<file path="src/rtl/y86_pkg.sv">
// Shared Y86-64 definitions: instruction codes, encoded lengths, loader error
// causes and the encoder FSM state type.
package y86_pkg;

  localparam logic [3:0] I_HALT   = 4'h0;
  localparam logic [3:0] I_NOP    = 4'h1;
  localparam logic [3:0] I_RRMOVQ = 4'h2;
  localparam logic [3:0] I_IRMOVQ = 4'h3;
  localparam logic [3:0] I_RMMOVQ = 4'h4;
  localparam logic [3:0] I_MRMOVQ = 4'h5;
  localparam logic [3:0] I_OPQ    = 4'h6;
  localparam logic [3:0] I_JXX    = 4'h7;
  localparam logic [3:0] I_CALL   = 4'h8;
  localparam logic [3:0] I_RET    = 4'h9;
  localparam logic [3:0] I_PUSHQ  = 4'hA;
  localparam logic [3:0] I_POPQ   = 4'hB;

  localparam logic [3:0] LEN_1  = 4'd1;
  localparam logic [3:0] LEN_2  = 4'd2;
  localparam logic [3:0] LEN_9  = 4'd9;
  localparam logic [3:0] LEN_10 = 4'd10;

  typedef enum logic [1:0] {
    ERR_NONE  = 2'd0,
    ERR_ICODE = 2'd1,
    ERR_OVF   = 2'd2
  } err_code_t;

  typedef enum logic {
    S_IDLE = 1'b0,
    S_EMIT = 1'b1
  } state_t;

endpackage

</file>
<file path="src/rtl/y86_instr_len.sv">
// Combinational icode -> encoded byte length lookup; valid is low for
// icodes outside the Y86-64 instruction set.
module y86_instr_len
  import y86_pkg::*;
(
  input  logic [3:0] icode,
  output logic [3:0] len,
  output logic       valid
);

  always_comb begin
    len   = 4'd0;
    valid = 1'b1;
    case (icode)
      I_HALT, I_NOP, I_RET:                 len = LEN_1;
      I_RRMOVQ, I_OPQ, I_PUSHQ, I_POPQ:     len = LEN_2;
      I_IRMOVQ, I_RMMOVQ, I_MRMOVQ:         len = LEN_10;
      I_JXX, I_CALL:                        len = LEN_9;
      default:                              valid = 1'b0;
    endcase
  end

endmodule

</file>
<file path="src/rtl/y86_instr_encoder.sv">
// Serializes one Y86-64 instruction per handshake into byte writes that the
// fetch stage decodes back into the same icode/ifun/rA/rB/valC fields.
module y86_instr_encoder
  import y86_pkg::*;
#(
  parameter int MEM_BYTES = 4096,
  parameter int AW        = $clog2(MEM_BYTES)
) (
  input  logic          clk,
  input  logic          reset,
  input  logic          in_valid,
  output logic          in_ready,
  input  logic [3:0]    icode,
  input  logic [3:0]    ifun,
  input  logic [3:0]    rA,
  input  logic [3:0]    rB,
  input  logic [63:0]   valC,
  input  logic          set_ptr,
  input  logic [AW-1:0] ptr_val,
  output logic          mem_we,
  output logic [AW-1:0] mem_addr,
  output logic [7:0]    mem_wdata,
  output logic [AW-1:0] wr_ptr,
  output logic          busy,
  output logic          err,
  output logic [1:0]    err_code
);

  state_t    state, state_nx;
  err_code_t err_code_r;

  logic [3:0]  len_in;
  logic        len_ok;
  logic [AW:0] end_addr;
  logic        overflow, accept, go, last;
  logic [3:0]  k, k_nx;

  logic [3:0]  len_p0, icode_p0, ifun_p0, ra_p0, rb_p0;
  logic [63:0] valc_p0;

  // Byte idx of the image. jXX/call carry valC in bytes 1..8, the other
  // long forms in bytes 2..9; both MSB first.
  function automatic logic [7:0] byte_sel(input logic [3:0] ic, input logic [3:0] fn,
                                          input logic [3:0] ra, input logic [3:0] rb,
                                          input logic [63:0] vc, input logic [3:0] idx);
    logic [63:0] sh;
    logic [3:0]  slot;
    sh       = '0;
    slot     = '0;
    byte_sel = {ic, fn};
    if (idx != 4'd0) begin
      if (ic == I_JXX || ic == I_CALL) begin
        slot     = 4'd8 - idx;
        sh       = vc >> {slot, 3'b000};
        byte_sel = sh[7:0];
      end else if (idx == 4'd1) begin
        byte_sel = {ra, rb};
      end else begin
        slot     = 4'd9 - idx;
        sh       = vc >> {slot, 3'b000};
        byte_sel = sh[7:0];
      end
    end
  endfunction

  y86_instr_len u_len (
    .icode (icode),
    .len   (len_in),
    .valid (len_ok)
  );

  // Overflow test is done one bit wider so an exact fit is not mistaken for wrap.
  assign end_addr = {1'b0, wr_ptr} + {{(AW-3){1'b0}}, len_in};
  assign overflow = end_addr > (AW+1)'(MEM_BYTES);
  assign accept   = in_valid & in_ready;
  assign go       = accept & len_ok & ~overflow;
  assign k_nx     = k + 4'd1;
  assign last     = (k_nx == len_p0);
  assign err_code = err_code_r;

  always_ff @(posedge clk) begin
    if (reset) state <= S_IDLE;
    else       state <= state_nx;
  end

  always_comb begin
    state_nx = state;
    case (state)
      S_IDLE:  if (go)   state_nx = S_EMIT;
      S_EMIT:  if (last) state_nx = S_IDLE;
      default: state_nx = S_IDLE;
    endcase
  end

  always_comb begin
    in_ready = (state == S_IDLE) & ~set_ptr & ~reset;
    busy     = (state == S_EMIT);
  end

  // Control and output stage: byte 0 is registered on the accept edge itself.
  always_ff @(posedge clk) begin
    if (reset) begin
      wr_ptr     <= '0;
      mem_we     <= 1'b0;
      mem_addr   <= '0;
      mem_wdata  <= '0;
      err        <= 1'b0;
      err_code_r <= ERR_NONE;
      k          <= '0;
    end else begin
      mem_we     <= 1'b0;
      err        <= 1'b0;
      err_code_r <= ERR_NONE;
      case (state)
        S_IDLE: begin
          if (set_ptr) begin
            wr_ptr <= ptr_val;
          end else if (accept) begin
            if (!len_ok) begin
              err        <= 1'b1;
              err_code_r <= ERR_ICODE;
            end else if (overflow) begin
              err        <= 1'b1;
              err_code_r <= ERR_OVF;
            end else begin
              mem_we    <= 1'b1;
              mem_addr  <= wr_ptr;
              mem_wdata <= byte_sel(icode, ifun, rA, rB, valC, 4'd0);
              k         <= 4'd0;
            end
          end
        end
        S_EMIT: begin
          if (last) begin
            wr_ptr <= wr_ptr + {{(AW-4){1'b0}}, len_p0};
          end else begin
            k         <= k_nx;
            mem_we    <= 1'b1;
            mem_addr  <= wr_ptr + {{(AW-4){1'b0}}, k_nx};
            mem_wdata <= byte_sel(icode_p0, ifun_p0, ra_p0, rb_p0, valc_p0, k_nx);
          end
        end
        default: ;
      endcase
    end
  end

  // Field capture: held for the whole emission, inputs ignored afterwards.
  always_ff @(posedge clk) begin
    if (go) begin
      len_p0   <= len_in;
      icode_p0 <= icode;
      ifun_p0  <= ifun;
      ra_p0    <= rA;
      rb_p0    <= rB;
      valc_p0  <= valC;
    end
  end

endmodule

</file>
<file path="config.mk">
export PLATFORM = sky130hd
export DESIGN_NAME = y86_instr_encoder
export DESIGN_NICKNAME = d
export VERILOG_FILES = /design/src/rtl/y86_pkg.sv /design/src/rtl/y86_instr_len.sv /design/src/rtl/y86_instr_encoder.sv
export SDC_FILE = /design/constraint.sdc
export NUM_CORES = 1
export LEC_CHECK = 0
export CORE_MARGIN = 2
export CORE_UTILIZATION = 55
export CTS_CLUSTER_DIAMETER = 120
export DETAILED_ROUTE_END_ITERATION = 6
export DONT_BUFFER_PORTS = 1
export GPL_ROUTABILITY_DRIVEN = 0
export PLACE_DENSITY = 0.8
export SETUP_SLACK_MARGIN = 0.1
export SLEW_MARGIN = 20
export SYNTH_ARGS = -nofsm -noshare
export SYNTH_HDL_FRONTEND = slang
export SYNTH_SLANG_ARGS = --single-unit
</file>
<file path="constraint.sdc">
create_clock -name clk -period 4.4 [get_ports clk]
set_input_delay 1.32 -clock clk [delete_from_list [all_inputs] [get_ports clk]]
set_output_delay 1.32 -clock clk [all_outputs]
set_load 0.05 [all_outputs]
</file>
==> results.py, run 1 <==
metrics = {
    "floorplanning": {
        "die_y_um": 112,
        "initial_utilization": 0.566,
        "die_w_um": 112,
        "die-area_mm2": 0.0126,
        "io_pins": 134,
        "core_area_mm2": 0.0114,
        "row_count": 39,
    },
    "yosys": {
        "yosys_warnings": 0,
        "synthCells": 551,
        "yosys.area.top_type": "edfxtp_1",
        "synth_seq_area_share": 0.513,
        "ys_types": 69,
        "synth_edf_count": 83,
        "synth_ff_type": "edfxtp_1",
        "synth_area_leaders": "edfxtp_1 39%, dfxtp_1 13%, mux4_2 5.9%",
        "syn_area_per_cell_um2": 11.7,
        "syn_nets": 663,
        "synthTopCellsByCount": "83 x edfxtp_1, 60 x nand2_1, 41 x dfxtp_1",
        "syn_area_mm2": 0.00646,
        "yosysMostFrequentCell": "edfxtp_1",
        "synth_top_area_frac": 0.386,
        "synthArstFlopShare": 0,
        "synth-seq-cells": 124,
    },
    "setup_path": {
        "worst_path_max_delay_cell": "fa_1",
        "cp_top_family": "compound AO/OA/AOI/OAI gates",
        "crit_path_max_incr_delay_ns": 0.42,
        "cp.arrival_ns": 3.64,
        "path_class": "input pin to flip-flop",
        "cp-start-kind": "input pin",
        "r2r_start": "k[0]",
        "crit_fanout": 48,
        "worstSetupStartpoint": "icode[2]",
        "critPathBufInv": 2,
        "reg2reg_depth": 9,
        "setup.worst_path.end": "valc_p0[42]",
        "worst-r2r-setup-slack_ns": 0.96,
        "cp.required_ns": 4.51,
        "end_kind": "flip-flop",
        "cp_num_cells": 9,
        "r2r-end": "mem_wdata[6]",
        "crit_path_cell_trace": "o21ai_0 -> ha_1 -> fa_1 -> nor2_1 -> nand4_1 -> a211oi_4 -> o21bai_4 -> inv_4 -> buf_12",
    },
    "global_route": {
        "grt_first_pass_wirelength_um": 23400,
        "grt_overflow": 0,
        "grt_max_degree": 49,
        "grt_use_total": 0.245,
        "antenna_found_initial": 0,
        "grt_pass1_vias": 4475,
    },
    "run_status": {
        "status": "complete, no violations",
    },
    "timing": {
        "worst_slew_pin_slew_ns": 0.890,
        "fmax_ghz": 0.283,
        "finalMaxSlewViolations": 0,
        "rsz0062_at_grt": "no",
        "hold_slack_ns": 0.605,
        "tns_ns": 0,
        "finClkSkew_ns": 0.00895,
        "layout_worst_path_cycle_share": 0.803,
        "setup_viol": 0,
        "relSlewSlack": 0.406,
        "finalHoldViolCount": 0,
        "min_period_ns": 3.53,
    },
    "final_layout": {
        "antennaDiodeCount": 0,
        "multi_input_area_mm2": 0.00291,
        "area_growth_pct": 10.1,
        "nets": 655,
        "fillCellCount": 881,
        "drive_gt1_frac": 0.140,
        "ff_latch_area_mm2": 0.00331,
        "fin_util": 0.623,
    },
    "power_and_ir_drop": {
        "p_sw_w": 0.000811,
        "p_sw_frac": 0.272,
        "peakVddDrop_uv": 457,
        "comb_power_share": 0.083,
        "power_density_mw_per_mm2": 420,
        "p_leak_nw": 2.39,
        "p_seq_frac": 0.472,
        "p_int_w": 0.00218,
        "clockPowerShare": 0.446,
    },
    "hold_path": {
        "min_path_type": "flip-flop to flip-flop",
    },
    "placed_design": {
        "io_buffers": 0,
        "dp_hpwl_um": 10500,
    },
    "detailed_routing": {
        "drt_pass1_iterations": 5,
        "drc": 0,
        "vias": 4580,
        "routed_wl_um": 15000,
        "ant_nets": 0,
        "drt-initial-drc-count": 434,
        "wl_per_cell_um": 21.4,
        "viasPerCell": 6.55,
    },
    "cts": {
        "clkLatencyLatePin_ns": 0.43,
        "cts_tree": "done",
        "clockRootBuffer": "clkbuf_16",
        "clk_pin_slew_worst_paths_ns": 0.06,
        "cts_resized": 0,
        "postCtsHoldBufs": 0,
        "cts_buffers": 17,
        "cts.sinks": 124,
        "postCtsSetupBuffers": 0,
        "clk_path_buf_depth": 2,
        "htree_num_levels": 4,
    },
    "run": {
        "cap_violations": 0,
    },
}
[power groups by stage]
stage / logic (W) / registers (W) / clock network [W]
finish: 0.000247 / 0.00141 / 0.00133
detailed placement: 0.000243 / 0.00143 / 0
global route: 0.000269 / 0.00141 / 0.00140
floorplan: 0.000195 / 0.00143 / 0
CTS: 0.000245 / 0.00141 / 0.00135
global placement: 0.000235 / 0.00143 / 0
[cells by family (layout without fill, tap and decap cells)]
| family | after synthesis | after routing | share of synthesized area |
|---|---|---|---|
| and+or+nand+nor | 166 | 166 | 0.127 |
| xor gates and xnor gates | 18 | 18 | 0.0287 |
| buffers and inverters | 49 | 54 | 0.0380 |
| DFF | 124 | 124 | 0.513 |
| muxes | 56 | 56 | 0.122 |
| adders and majority gates | 16 | 16 | 0.0345 |
| AOI/OAI and AO/OA | 122 | 122 | 0.137 |
[worst register-to-register path, delay by kind of cell, from the launching register on]
| family | cells | cell delay [ns] |
|---|---|---|
| fa+ha+maj | 1 | 0.80 |
| mux | 1 | 0.57 |
| buf+inv | 2 | 0.84 |
| flops | 1 | 0.34 |
| simple gates | 2 | 0.18 |
| compound gates | 3 | 0.59 |
[per-stage QoR]
step / instance area, um^2 / worst slack [ns] / cells / total power [W]
4_1_cts: 7110 / 0.903 / 699 / 0.00301
2_1_floorplan: 6460 / 0.399 / 551 / 0.00162
3_3_place_gp: 6540 / 0.515 / 667 / 0.00166
6_report: 7110 / 0.866 / 699 / 0.00299
3_5_place_dp: 6540 / 0.456 / 667 / 0.00168
5_1_grt: 7110 / 0.718 / 699 / 0.00309
[sequential cells by signal, summed over array words and instances (netlist names), 4 cells and up]
name,flops
valc_p0,64
mem_addr,12
wr_ptr,12
mem_wdata,8
icode_p0,4
ifun_p0,4
k,4
ra_p0,4
rb_p0,4
[layer usage]
layer	wire length, um	global-route usage	vias up
li1	-	-	2096
met2	7180	0.379	229
met5	0	0	-
met1	5960	0.303	2226
met3	1490	0.0983	29
met4	365	0.115	0
[cell usage in the layout, fill, tap and decap left out, types with 17 or more instances in the layout]
master     instances
a211oi_1          19
a21oi_1           24
clkbuf_16         17
dfxtp_1           40
edfxtp_1          83
mux2i_1           37
mux4_2            17
nand2_1           60
nand3_1           19
nor2_1            30
nor3_1            19
[how the worst min path moves through the flow]
stage,end,slack (ns),depth (start not counted),from
floorplan,k[3],0.58,3,k[3]
global placement,k[3],0.57,2,k[3]
detailed placement,k[3],0.58,2,k[3]
CTS,k[3],0.59,2,k[3]
global route,k[3],0.63,2,k[3]
finish,k[3],0.61,2,k[3]
[cell type report]
type | instances | share of cell area
clock buffers | 17 | 0.0598
clock inverters | 15 | 0.0197
inverters | 13 | 0.00722
multi-input cells | 378 | 0.409
flip-flops and latches | 124 | 0.466
well taps | 143 | 0.0252
repair buffers | 9 | 0.0130
No activity file was read; power rests on OpenSTA's default activity.
==> run 2: changes to the inputs <==
==> constraint.sdc (replaced) <==
create_clock -name clk -period 3.5 [get_ports clk]
set_input_delay 1.05 -clock clk [delete_from_list [all_inputs] [get_ports clk]]
set_output_delay 1.05 -clock clk [all_outputs]
set_load 0.05 [all_outputs]
==> results.py, run 2 (same netlist as run 1, synthesis figures left out) <==
metrics = {
    "detailed_routing": {
        "wl_per_cell_um": 21.1,
        "drt-initial-drc-count": 476,
        "drt_pass1_iterations": 5,
        "vias": 4684,
        "drc": 0,
        "ant_nets": 0,
        "viasPerCell": 6.58,
        "routed_wl_um": 15000,
    },
    "final_layout": {
        "ff_latch_area_mm2": 0.00331,
        "nets": 669,
        "antennaDiodeCount": 0,
        "final_cell_mix": "83 x edfxtp_1, 60 x nand2_1, 40 x dfxtp_1",
        "largest_reg_flops": 64,
        "fillCellCount": 882,
        "area_growth_pct": 12.1,
        "top_register": "valc_p0",
        "multi_input_area_mm2": 0.00291,
        "drive_gt1_frac": 0.160,
        "top_regs": "valc_p0: 64 flops, mem_addr: 12 flops, wr_ptr: 12 flops",
        "layout_commonest_cell": "edfxtp_1",
    },
    "timing": {
        "layout_worst_path_cycle_share": 0.891,
        "finalHoldViolCount": 0,
        "rsz0062_at_grt": "no",
        "min_period_ns": 3.12,
        "worst_slew_pin_slew_ns": 0.849,
        "tns_ns": 0,
        "finalMaxSlewViolations": 0,
        "fmax_ghz": 0.321,
        "finClkSkew_ns": 0.00900,
        "setup_viol": 0,
        "layout_setup_ws_ns": 0.381,
        "relSlewSlack": 0.434,
    },
    "setup_path": {
        "end_kind": "flip-flop",
        "cp.arrival_ns": 3.43,
        "cp-start-kind": "input pin",
        "crit_fanout": 46,
        "cp.required_ns": 3.82,
        "path_class": "input pin to flip-flop",
    },
    "power_and_ir_drop": {
        "peakVddDrop_uv": 463,
        "p_leak_nw": 2.46,
        "power_density_mw_per_mm2": 525,
        "total_power_w": 0.00380,
        "comb_power_share": 0.092,
        "p_seq_frac": 0.460,
        "p_sw_w": 0.000992,
        "p_sw_frac": 0.261,
        "clockPowerShare": 0.448,
        "p_int_w": 0.00281,
    },
    "run": {
        "cap_violations": 0,
    },
    "cts": {
        "postCtsSetupBuffers": 0,
        "clkLatencyLatePin_ns": 0.43,
        "cts_buffers": 17,
        "cts_resized": 0,
        "clk_pin_slew_worst_paths_ns": 0.06,
        "htree_num_levels": 4,
        "clk_path_buf_depth": 2,
        "cts_tree": "done",
        "clockRootBuffer": "clkbuf_16",
        "postCtsHoldBufs": 0,
        "cts.sinks": 124,
    },
    "global_route": {
        "grt_max_degree": 48,
        "grt_use_total": 0.244,
        "grt_overflow": 0,
        "antenna_found_initial": 0,
        "grt_pass1_vias": 4474,
        "grt_first_pass_wirelength_um": 23600,
    },
    "hold_path": {
        "min_path_type": "flip-flop to flip-flop",
    },
    "placed_design": {
        "place_ws_ns": -0.172,
        "dp_hpwl_um": 10800,
        "io_buffers": 0,
    },
    "floorplanning": {
        "die-area_mm2": 0.0126,
        "initial_utilization": 0.566,
        "io_pins": 134,
        "row_count": 39,
        "core_area_mm2": 0.0114,
        "die_y_um": 112,
        "die_w_um": 112,
    },
    "run_status": {
        "status": "complete, no violations",
    },
}
[run 2: through the flow]
step / utilization / hold WS, ns / cell area (um^2) / cells
floorplan: - / 0.582 / 6480 / 551
global placement: 0.583 / 0.567 / 6660 / 681
detailed placement: 0.583 / 0.570 / 6660 / 681
CTS: 0.633 / 0.583 / 7230 / 712
global route: 0.634 / 0.641 / 7240 / 712
finish: 0.634 / 0.588 / 7240 / 712
[run 2: power groups by stage]
stage                     clock network, W  registers, W  logic, W
final                              0.00170       0.00175  0.000349
after floorplan                          0       0.00179  0.000248
after CTS                          0.00172       0.00175  0.000347
after global routing               0.00178       0.00176  0.000379
after detailed placement                 0       0.00178  0.000345
after global placement                   0       0.00178  0.000331
[run 2: final timing paths]
path	to	depth (start not counted)	slack, ns	startpoint
worst min-delay path	wr_ptr[7]	2	0.59	wr_ptr[7]
worst max-delay path	mem_wdata[3]	12	0.38	icode[3]
worst max register to register	mem_wdata[4]	7	0.56	k[2]
worst min register to register	wr_ptr[7]	2	0.59	wr_ptr[7]
[run 2: layout make-up]
cell class,count,area share
multi-input combinational,378,0.402
sequential,124,0.458
clock inverter,14,0.0202
timing repair buffer,23,0.0290
inverter,13,0.00709
tap,143,0.0247
clock buffer,17,0.0588
[run 2: per-layer routing]
layer	global-route usage	up-vias	share of wire
met5	0	-	0
met4	0.0911	0	0.020
met3	0.100	29	0.11
met2	0.365	277	0.47
met1	0.322	2256	0.40
li1	-	2122	-
[run 2: worst max-delay path, stage by stage]
cell,delay (ns)
nand4b_1,0.15
o21ai_0,0.16
ha_1,0.26
fa_1,0.43
nor2_1,0.11
nand4_1,0.15
a211oi_4,0.25
o21bai_4,0.11
inv_4,0.09
buf_12,0.24
nor3_1,0.09
a311oi_1,0.34
